===== src/rtl/apb_slave_regfile.sv =====
// APB completer with a 16 x 32-bit register window: ID word, transfer counter,
// fourteen read/write registers, programmable wait states and PSLVERR.
module apb_slave_regfile #(
    parameter logic [31:0] BASE_ADDR   = 32'hDEAD_CAC0,
    parameter int unsigned WAIT_STATES = 1,
    parameter logic [31:0] ID_VALUE    = 32'hA5B0_0016
) (
    input  logic        clk,
    input  logic        reset,
    input  logic        psel_i,
    input  logic        penable_i,
    input  logic [31:0] paddr_i,
    input  logic        pwrite_i,
    input  logic [31:0] pwdata_i,
    output logic        pready_o,
    output logic [31:0] prdata_o,
    output logic        pslverr_o,
    output logic [1:0]  state_o
);

    // Handshake: a setup cycle (psel_i=1, penable_i=0) starts a transfer; it completes
    // on the edge where psel_i, penable_i and pready_o are all 1. Dropping psel_i aborts.
    typedef enum logic [1:0] {
        ST_IDLE  = 2'd0,
        ST_WAIT  = 2'd1,
        ST_READY = 2'd2
    } state_t;

    state_t      state_q;
    logic [3:0]  wcnt_q;
    logic [31:2] addr_q;
    logic        write_q;
    logic [31:0] wdata_q;
    logic [31:0] regs_q [2:15];
    logic [31:0] cnt_q;
    logic        pready_q;
    logic [31:0] prdata_q;
    logic        pslverr_q;

    logic [31:2] lk_addr;
    logic        lk_write;
    logic        lk_in_win;
    logic [3:0]  lk_idx;
    logic [31:0] prdata_d;
    logic        pslverr_d;
    logic [31:0] cnt_d;
    logic        setup;
    logic        complete;
    logic        wr_commit;
    logic        unused_addr_bits;

    assign unused_addr_bits = ^paddr_i[1:0];
    assign setup     = psel_i & ~penable_i;
    assign complete  = psel_i & penable_i & pready_q;
    assign wr_commit = complete & write_q & (addr_q[31:6] == BASE_ADDR[31:6]) & (addr_q[5:2] > 4'd1);
    assign cnt_d     = cnt_q + 32'd1;

    // With zero wait states READY is entered straight from the setup cycle, before the
    // hold registers are loaded, so the lookup uses the live setup values there.
    always_comb begin
        lk_addr   = (state_q == ST_IDLE) ? paddr_i[31:2] : addr_q;
        lk_write  = (state_q == ST_IDLE) ? pwrite_i : write_q;
        lk_in_win = (lk_addr[31:6] == BASE_ADDR[31:6]);
        lk_idx    = lk_addr[5:2];
        pslverr_d = ~lk_in_win | (lk_write & (lk_idx < 4'd2));
        prdata_d  = '0;
        if (lk_in_win && !lk_write) begin
            if (lk_idx == 4'd0) begin
                prdata_d = ID_VALUE;
            end else if (lk_idx == 4'd1) begin
                prdata_d = cnt_q;
            end else begin
                for (int i = 2; i < 16; i++) begin
                    if (lk_idx == 4'(i)) prdata_d = regs_q[i];
                end
            end
        end
    end

    always_ff @(posedge clk) begin
        if (reset) begin
            state_q   <= ST_IDLE;
            wcnt_q    <= '0;
            addr_q    <= '0;
            write_q   <= 1'b0;
            wdata_q   <= '0;
            pready_q  <= 1'b0;
            prdata_q  <= '0;
            pslverr_q <= 1'b0;
        end else begin
            case (state_q)
                ST_IDLE: begin
                    if (setup) begin
                        addr_q  <= paddr_i[31:2];
                        write_q <= pwrite_i;
                        wdata_q <= pwdata_i;
                        if (WAIT_STATES == 0) begin
                            state_q   <= ST_READY;
                            pready_q  <= 1'b1;
                            prdata_q  <= prdata_d;
                            pslverr_q <= pslverr_d;
                        end else begin
                            wcnt_q  <= 4'(WAIT_STATES - 1);
                            state_q <= ST_WAIT;
                        end
                    end
                end
                ST_WAIT: begin
                    if (!psel_i) begin
                        state_q <= ST_IDLE;
                    end else if (wcnt_q == 4'd0) begin
                        state_q   <= ST_READY;
                        pready_q  <= 1'b1;
                        prdata_q  <= prdata_d;
                        pslverr_q <= pslverr_d;
                    end else begin
                        wcnt_q <= wcnt_q - 4'd1;
                    end
                end
                ST_READY: begin
                    state_q   <= ST_IDLE;
                    pready_q  <= 1'b0;
                    prdata_q  <= '0;
                    pslverr_q <= 1'b0;
                end
                default: state_q <= ST_IDLE;
            endcase
        end
    end

    // Counter advances on every completion, errored or not; writes only when legal.
    always_ff @(posedge clk) begin
        if (reset) begin
            cnt_q <= '0;
            for (int i = 2; i < 16; i++) regs_q[i] <= '0;
        end else if (complete) begin
            cnt_q <= cnt_d;
            if (wr_commit) begin
                for (int i = 2; i < 16; i++) begin
                    if (addr_q[5:2] == 4'(i)) regs_q[i] <= wdata_q;
                end
            end
        end
    end

    assign pready_o  = pready_q;
    assign prdata_o  = prdata_q;
    assign pslverr_o = pslverr_q;
    assign state_o   = state_q;

endmodule


===== config.mk =====
export PLATFORM = sky130hd
export DESIGN_NAME = apb_slave_regfile
export DESIGN_NICKNAME = d
export VERILOG_FILES = /design/src/rtl/apb_slave_regfile.sv
export SDC_FILE = /design/constraint.sdc
export NUM_CORES = 1
export LEC_CHECK = 0
export CORE_MARGIN = 2
export CORE_UTILIZATION = 35
export CTS_BUF_LIST = sky130_fd_sc_hd__clkbuf_2 sky130_fd_sc_hd__clkbuf_4 sky130_fd_sc_hd__clkbuf_8
export DETAILED_ROUTE_END_ITERATION = 6
export GPL_ROUTABILITY_DRIVEN = 0
export HOLD_SLACK_MARGIN = 0.02
export MAX_ROUTING_LAYER = met4
export PLACE_DENSITY = 0.61
export SYNTH_ARGS = -nofsm -noshare
export SYNTH_HDL_FRONTEND = slang
export SYNTH_SLANG_ARGS = --single-unit

===== constraint.sdc =====
create_clock -name clk -period 8.9 [get_ports clk]
set_clock_uncertainty 0.2 [all_clocks]
set_input_delay 1.335 -clock clk [delete_from_list [all_inputs] [get_ports clk]]
set_output_delay 1.335 -clock clk [all_outputs]
set_load 0.05 [all_outputs]

# == Word level (Yosys, flattened, before mapping) ==
# Memory sizes are Yosys's and may differ from the RTL's.
# Cells that the tools add are included.
# totals
regBits,135
latchBits,0
ramBits,448
rom_bits,0
input_bits,69
out_inout_bits,36
elab_cells,209
memories,1
# classes
add_sub_neg,2
n_mul,0
n_div,0
order_cmp,2
n_eq_ne,38
shifts,0
n_mux,122
bitwise_logic,24
n_reduce_logical,11
# mem_list
memory,depth,width,read_ports,rd_ports_with_merged_regs,write_ports,line_no,rtl
regs_q,14,32,14,0,14,34,logic [31:0] regs_q [2:15];
# ops
operator,count
two-way mux 32 bit,33
two-way mux 1 bit,77
"equality test 4 bit, second input constant",16
one-hot mux 32 bit (2 select lines),1
"equality test 26 bit, second input constant",2
"adder 32 x 1 -> 32 bit, second input constant",1
"equality test 4 x 3 -> 1 bit, second input constant",8
two-way mux 30 bit,1
"equality test 4 x 2 -> 1 bit, second input constant",4
bitwise OR 1 bit,15
two-way mux 4 bit,3
zero test 4 bit,2
"!= test 2 bit, second input constant",4
one-hot mux 4 bit (2 select lines),1
bitwise AND 1 bit,7
two-way mux 2 bit,3
"equality test 4 x 1 -> 1 bit, second input constant",1
"> comparator 4 x 1 -> 1 bit, second input constant",1
"less-than comparator 4 x 2 -> 1 bit, second input constant",1
one-hot mux 1 bit (2 select lines),2
one-hot mux 2 bit (2 select lines),1
AND reduction 2 bit,2
AND reduction 4 bit,1
nonzero test 2 bit,2
other kinds (9),10

# == Depth between registers and ports, before layout ==
# logic_depth
ltp_word,23
ltp_mapped,11
depth_no_buf,9

# == Worst setup path before layout ==
# OpenSTA, ideal clock, no wires.
# synth_path
path_type,input port to flip-flop
from,input penable_i
to,"register, netlist name regs_q[0][384]"
setup_time_ps,428
arrival_time_ps,3932
t_required_ps,8272
slack_ps,4340
path_stages,6
n_path_buf,1
cell_sequence,and3_1 -> clkbuf_1 -> o311ai_0 -> nor2_1 -> nand3_1 -> o21bai_1
# synth_lines
item,line_no,rtl
start: declaration,11,"input logic penable_i,"

# == Worst setup path in the final report ==
# layout_path
from,input paddr_i[2]
to,"register prdata_q[3], in the netlist prdata_o[3]"
# layout_between
elab_chain_cells,22
word_cells_on_any_way,37
cone_classes,eq/ne (15); mux (21); reduce/logical (1)
# layout_lines
item,line_no,rtl
start: declaration,12,"input logic [31:0] paddr_i,"
two-way mux 30 bit (*),61,lk_addr = (state_q == ST_IDLE) ? paddr_i[31:2] : addr_q;
equality test 4 x 2 -> 1 bit,74,if (lk_idx == 4'(i)) prdata_d = regs_q[i];
two-way mux 32 bit (14 in a row),74,
two-way mux 32 bit,70,end else if (lk_idx == 4'd1) begin
two-way mux 32 bit (*),68,if (lk_idx == 4'd0) begin
two-way mux 32 bit (*),67,if (lk_in_win && !lk_write) begin
two-way mux 32 bit (*),111,end else if (wcnt_q == 4'd0) begin
two-way mux 32 bit (*),109,if (!psel_i) begin
one-hot mux 32 bit (2 select lines) (*),91,case (state_q)
end signal: assignment,100,prdata_q <= prdata_d;
end signal: assignment,114,prdata_q <= prdata_d;
end: declaration,37,logic [31:0] prdata_q;
# Every way passes the cells marked *; elsewhere a longest branch is shown, timed or not. The select of a mux whose other input is x is not followed.
# A chain may end at the register's enable or synchronous reset.

==> impl_summary.txt <==
----------------------------------------------------
[Run status]
  Run status ... finished clean

[STA]
  Fin crit share ... 53.7%
  TNS Setup ... 0 ns
  Actual transition at the worst max-transition pin ... 1.20 ns
  Number of hold violations in the final report ... 0
  Post-layout minimum cycle time ... 4.77 ns
  Worst Slack Setup Final ... 4.13 ns
  Setup violations, final ... 0
  Worst slew margin relative to its limit ... 17.7%
  Final count of pins violating max slew ... 0
  Highest attainable clock frequency ... 209 MHz
  Setup repair after global routing missed its margin ... no

[Run]
  Max-cap violations ... 0

[Clocking]
  Count of H-tree levels built during CTS ... 3
  TritonCTS clock tree ... yes
  Maximum clock path buffer count ... 3
  Setup Buffers After CTS ... 0
  Post-cts hold buffer count ... 0
  Total number of clock tree sinks ... 583
  Post-CTS clock slew at the launch and capture registers of the worst setup and hold paths ... 0.06 ns
  Clk_lat worst skew ... 0.70 ns
  Clock buffers created by TritonCTS ... 96
  Cell at the root of the clock tree ... sky130_fd_sc_hd__clkbuf_8
  Resized cells post-CTS ... 0

[Power and ir drop]
  Max VDD drop ... 0.0000936 V
  Overall power consumption ... 6.04 mW
  Pwr Density ... 198 mW/mm^2
  Leakage dissipation ... 10.5 nW

[Synthesis]
  Synth top area cells ... sky130_fd_sc_hd__edfxtp_1 51%, sky130_fd_sc_hd__and2_1 11%, sky130_fd_sc_hd__dfxtp_1 10%
  Post-synth EDFFs ... 448
  Avg Synthesized Cell Area ... 11.4 sq um
  Total standard cell area after synthesis ... 0.0263 sq mm
  Number of flip-flops and latches in the synthesized netlist ... 583
  Net count of the mapped netlist ... 2374
  Yosys synthesis warning count ... 0
  Most frequently used flop master after synthesis ... sky130_fd_sc_hd__edfxtp_1
  Count of unique library cells instantiated by Yosys ... 91
  Post-Syn Instances ... 2303
  Largest area contributor in the netlist ... sky130_fd_sc_hd__edfxtp_1
  Fraction of post-synthesis cell area in the top cell type by area ... 51.2%
  Proportion of register bits with asynchronous set or reset after synthesis ... 0%
  Sequential-to-total area share from yosys stat ... 61.5%

[Worst setup path]
  Critical path's top delay family ... compound AO/OA/AOI/OAI gates
  CP Class ... input pin to flop
  Critical Path Sink Type ... flop
  Arrival time of data at the critical path endpoint ... 5.14 ns
  Largest stage delay on the critical path ... 1.04 ns
  Cells traversed along the worst timing path ... clkdlybuf4s50_1, nor3b_2, nor2_4, buf_4, a211oi_1, a21oi_1, a2111oi_0, o211a_1, o21ai_0
  Largest fanout of any net on the critical path ... 19
  Worst path buffer plus inverter count ... 2
  Critical path launch point type ... input pin
  Required time of the worst setup path ... 9.27 ns
  Slowest cell on crit path ... sky130_fd_sc_hd__a2111oi_0

[Detailed routing]
  Antenna violation net count after detailed routing ... 0
  Number of vias per cell ... 5.76
  Routed wire length per instance ... 25.4 um
  Iteration-0 DRC count of the detailed router ... 2388
  Wire length after detailed routing ... 87300 um
  Number of optimization iterations in the first detailed-route pass ... 6
  Post-route DRC violation count ... 0
  Vias ... 19800

[GRT]
  Overall track demand over capacity in global routing ... 22.9%
  Initial antenna violation count ... 3
  Vias in the first global route ... 19300
  Leftover overflow at the end of global routing ... 0
  Wire length of the first global-routing pass ... 127000 um
  Largest net degree at the start of global routing ... 73

[Layout]
  FF/Latch Area ... 0.0162 sq mm
  Share of post-route cells with drive strength above 1 ... 12.4%
  Area of the multi-input gates ... 0.00964 sq mm
  Net count, final ... 2462
  Fillcell total ... 6924
  Synthesis-to-finish area growth ... 16.4%
  Commonest non-fill, non-tap cells in the layout ... 452 x sky130_fd_sc_hd__and2_1, 448 x sky130_fd_sc_hd__edfxtp_1, 243 x sky130_fd_sc_hd__nand2_1, 145 x sky130_fd_sc_hd__a21oi_1, 135 x sky130_fd_sc_hd__dfxtp_1
  Leading cell type in the layout, fill and taps excluded ... sky130_fd_sc_hd__and2_1
  Final std cell area, no fill ... 0.0306 sq mm

[Min path]
  Worst min path class ... flop to flop

[Floorplan]
  I/O pin total ... 105
  Initial standard-cell utilization of the core ... 35.3%
  Die outline height ... 278 um
  Die X ... 278 um
  Core region area ... 0.0744 sq mm
  Die footprint ... 0.0773 sq mm
  Total number of placement rows ... 100

[Place]
  Area post-placement ... 0.0286 sq mm
  Post-detail-place hpwl ... 54100 um
  # port buffers ... 102
  Post-place setup slack ... 3.45 ns

----------------------------------------------------
## synth_stat cells (7+ instances only)
master                      count
sky130_fd_sc_hd__and3_1        12
sky130_fd_sc_hd__o221ai_1      21
sky130_fd_sc_hd__a22o_1         7
sky130_fd_sc_hd__a21oi_1      145
sky130_fd_sc_hd__nor3_1        36
sky130_fd_sc_hd__or3_1          9
sky130_fd_sc_hd__a2111oi_0      8
sky130_fd_sc_hd__edfxtp_1     448
sky130_fd_sc_hd__clkbuf_1     134
sky130_fd_sc_hd__a32oi_1       23
sky130_fd_sc_hd__nand2b_1      10
sky130_fd_sc_hd__o21ai_0       60
sky130_fd_sc_hd__o21ai_1       11
sky130_fd_sc_hd__nand4_1       15
sky130_fd_sc_hd__dfxtp_1      135
sky130_fd_sc_hd__nand2_1      243
sky130_fd_sc_hd__a21o_1         7
sky130_fd_sc_hd__a2bb2oi_1      7
sky130_fd_sc_hd__nor2_1        91
sky130_fd_sc_hd__a221oi_1      27
sky130_fd_sc_hd__o211a_1        7
sky130_fd_sc_hd__a31oi_1        8
sky130_fd_sc_hd__a222oi_1      12
sky130_fd_sc_hd__and2_1       452
sky130_fd_sc_hd__a211oi_1       8
sky130_fd_sc_hd__o21bai_1      15
sky130_fd_sc_hd__a221o_1        9
sky130_fd_sc_hd__xor2_1        24
sky130_fd_sc_hd__buf_2         35
sky130_fd_sc_hd__nand3_1       30
sky130_fd_sc_hd__nor2b_1       12
sky130_fd_sc_hd__a22oi_1       46
sky130_fd_sc_hd__mux2i_1        9
sky130_fd_sc_hd__o211ai_1      14
sky130_fd_sc_hd__o22ai_1       38
## cell type report
type | count | area share (%)
Antenna cell | 3 | 0.0245
Clock buffer | 141 | 5.71
Clock inverter | 32 | 0.822
Inverter | 6 | 0.0736
Multi-Input combinational cell | 1530 | 31.5
Sequential cell | 583 | 52.8
Tap cell | 969 | 3.96
Timing Repair Buffer | 174 | 5.10
## path summary, 6_finish.rpt
| check | from | endpoint | slack, ns | depth (start not counted) |
|---|---|---|---|---|
| setup / recovery | paddr_i[2] | prdata_o[3]$_SDFFE_PP0P_ | 4.13 | 9 |
| setup reg to reg | state_o[0]$_SDFFE_PP0P_ | prdata_o[1]$_SDFFE_PP0P_ | 4.72 | 8 |
| hold reg to reg | addr_q[14]$_SDFFE_PP0P_ | addr_q[14]$_SDFFE_PP0P_ | 0.26 | 2 |
| hold / removal | addr_q[14]$_SDFFE_PP0P_ | addr_q[14]$_SDFFE_PP0P_ | 0.26 | 2 |
## state kept, by name (all words and copies together) (netlist names)
register,cells
wdata_q,32
cnt_q,32
write_q,1
pready_o,1
state_o,2
wcnt_q,4
addr_q,30
prdata_o,32
pslverr_o,1
regs_q,448
## tightest hold or removal path: cells and delay by family (launching register included)
| kind | cells | cell delay, ns |
|---|---|---|
| simple gates | 1 | 0.05 |
| flops | 1 | 0.31 |
| compound gates | 1 | 0.05 |
## kinds of logic (layout without fill, tap and decap cells)
group	after synthesis	in the layout	share of synthesized area, %
flops	583	583	61.5
mux	18	18	0.748
simple gates	958	958	19.8
other cells	0	3	0
buf+inv	190	353	3.09
xor+xnor	29	29	0.967
compound gates	523	523	13.8
fa+ha+maj	2	2	0.0952
## per-stage QoR
step / hold WS [ns] / cells / util [%]
finish: 0.258 / 3438 / 41.1
floorplan: 0.231 / 2303 / -
global placement: 0.239 / 3262 / 38.4
CTS: 0.258 / 3435 / 41.1
detailed placement: 0.249 / 3262 / 38.4
global route: 0.280 / 3438 / 41.1
## where the power goes
part	total, mW	internal [mW]	switching, mW
Combinational	0.468	0.146	0.322
Clock	2.46	1.37	1.09
Sequential	3.11	3.04	0.0735
Total	6.04	4.56	1.49
## per-layer routing
layer	global-route usage [%]	part of all wire, %	up-vias
met5	-	0	-
met4	9.24	4.1	0
met3	3.88	8.7	215
met2	35.6	46	1053
met1	29.8	41	9923
li1	-	-	8621
(Power assumes the default switching activity.)
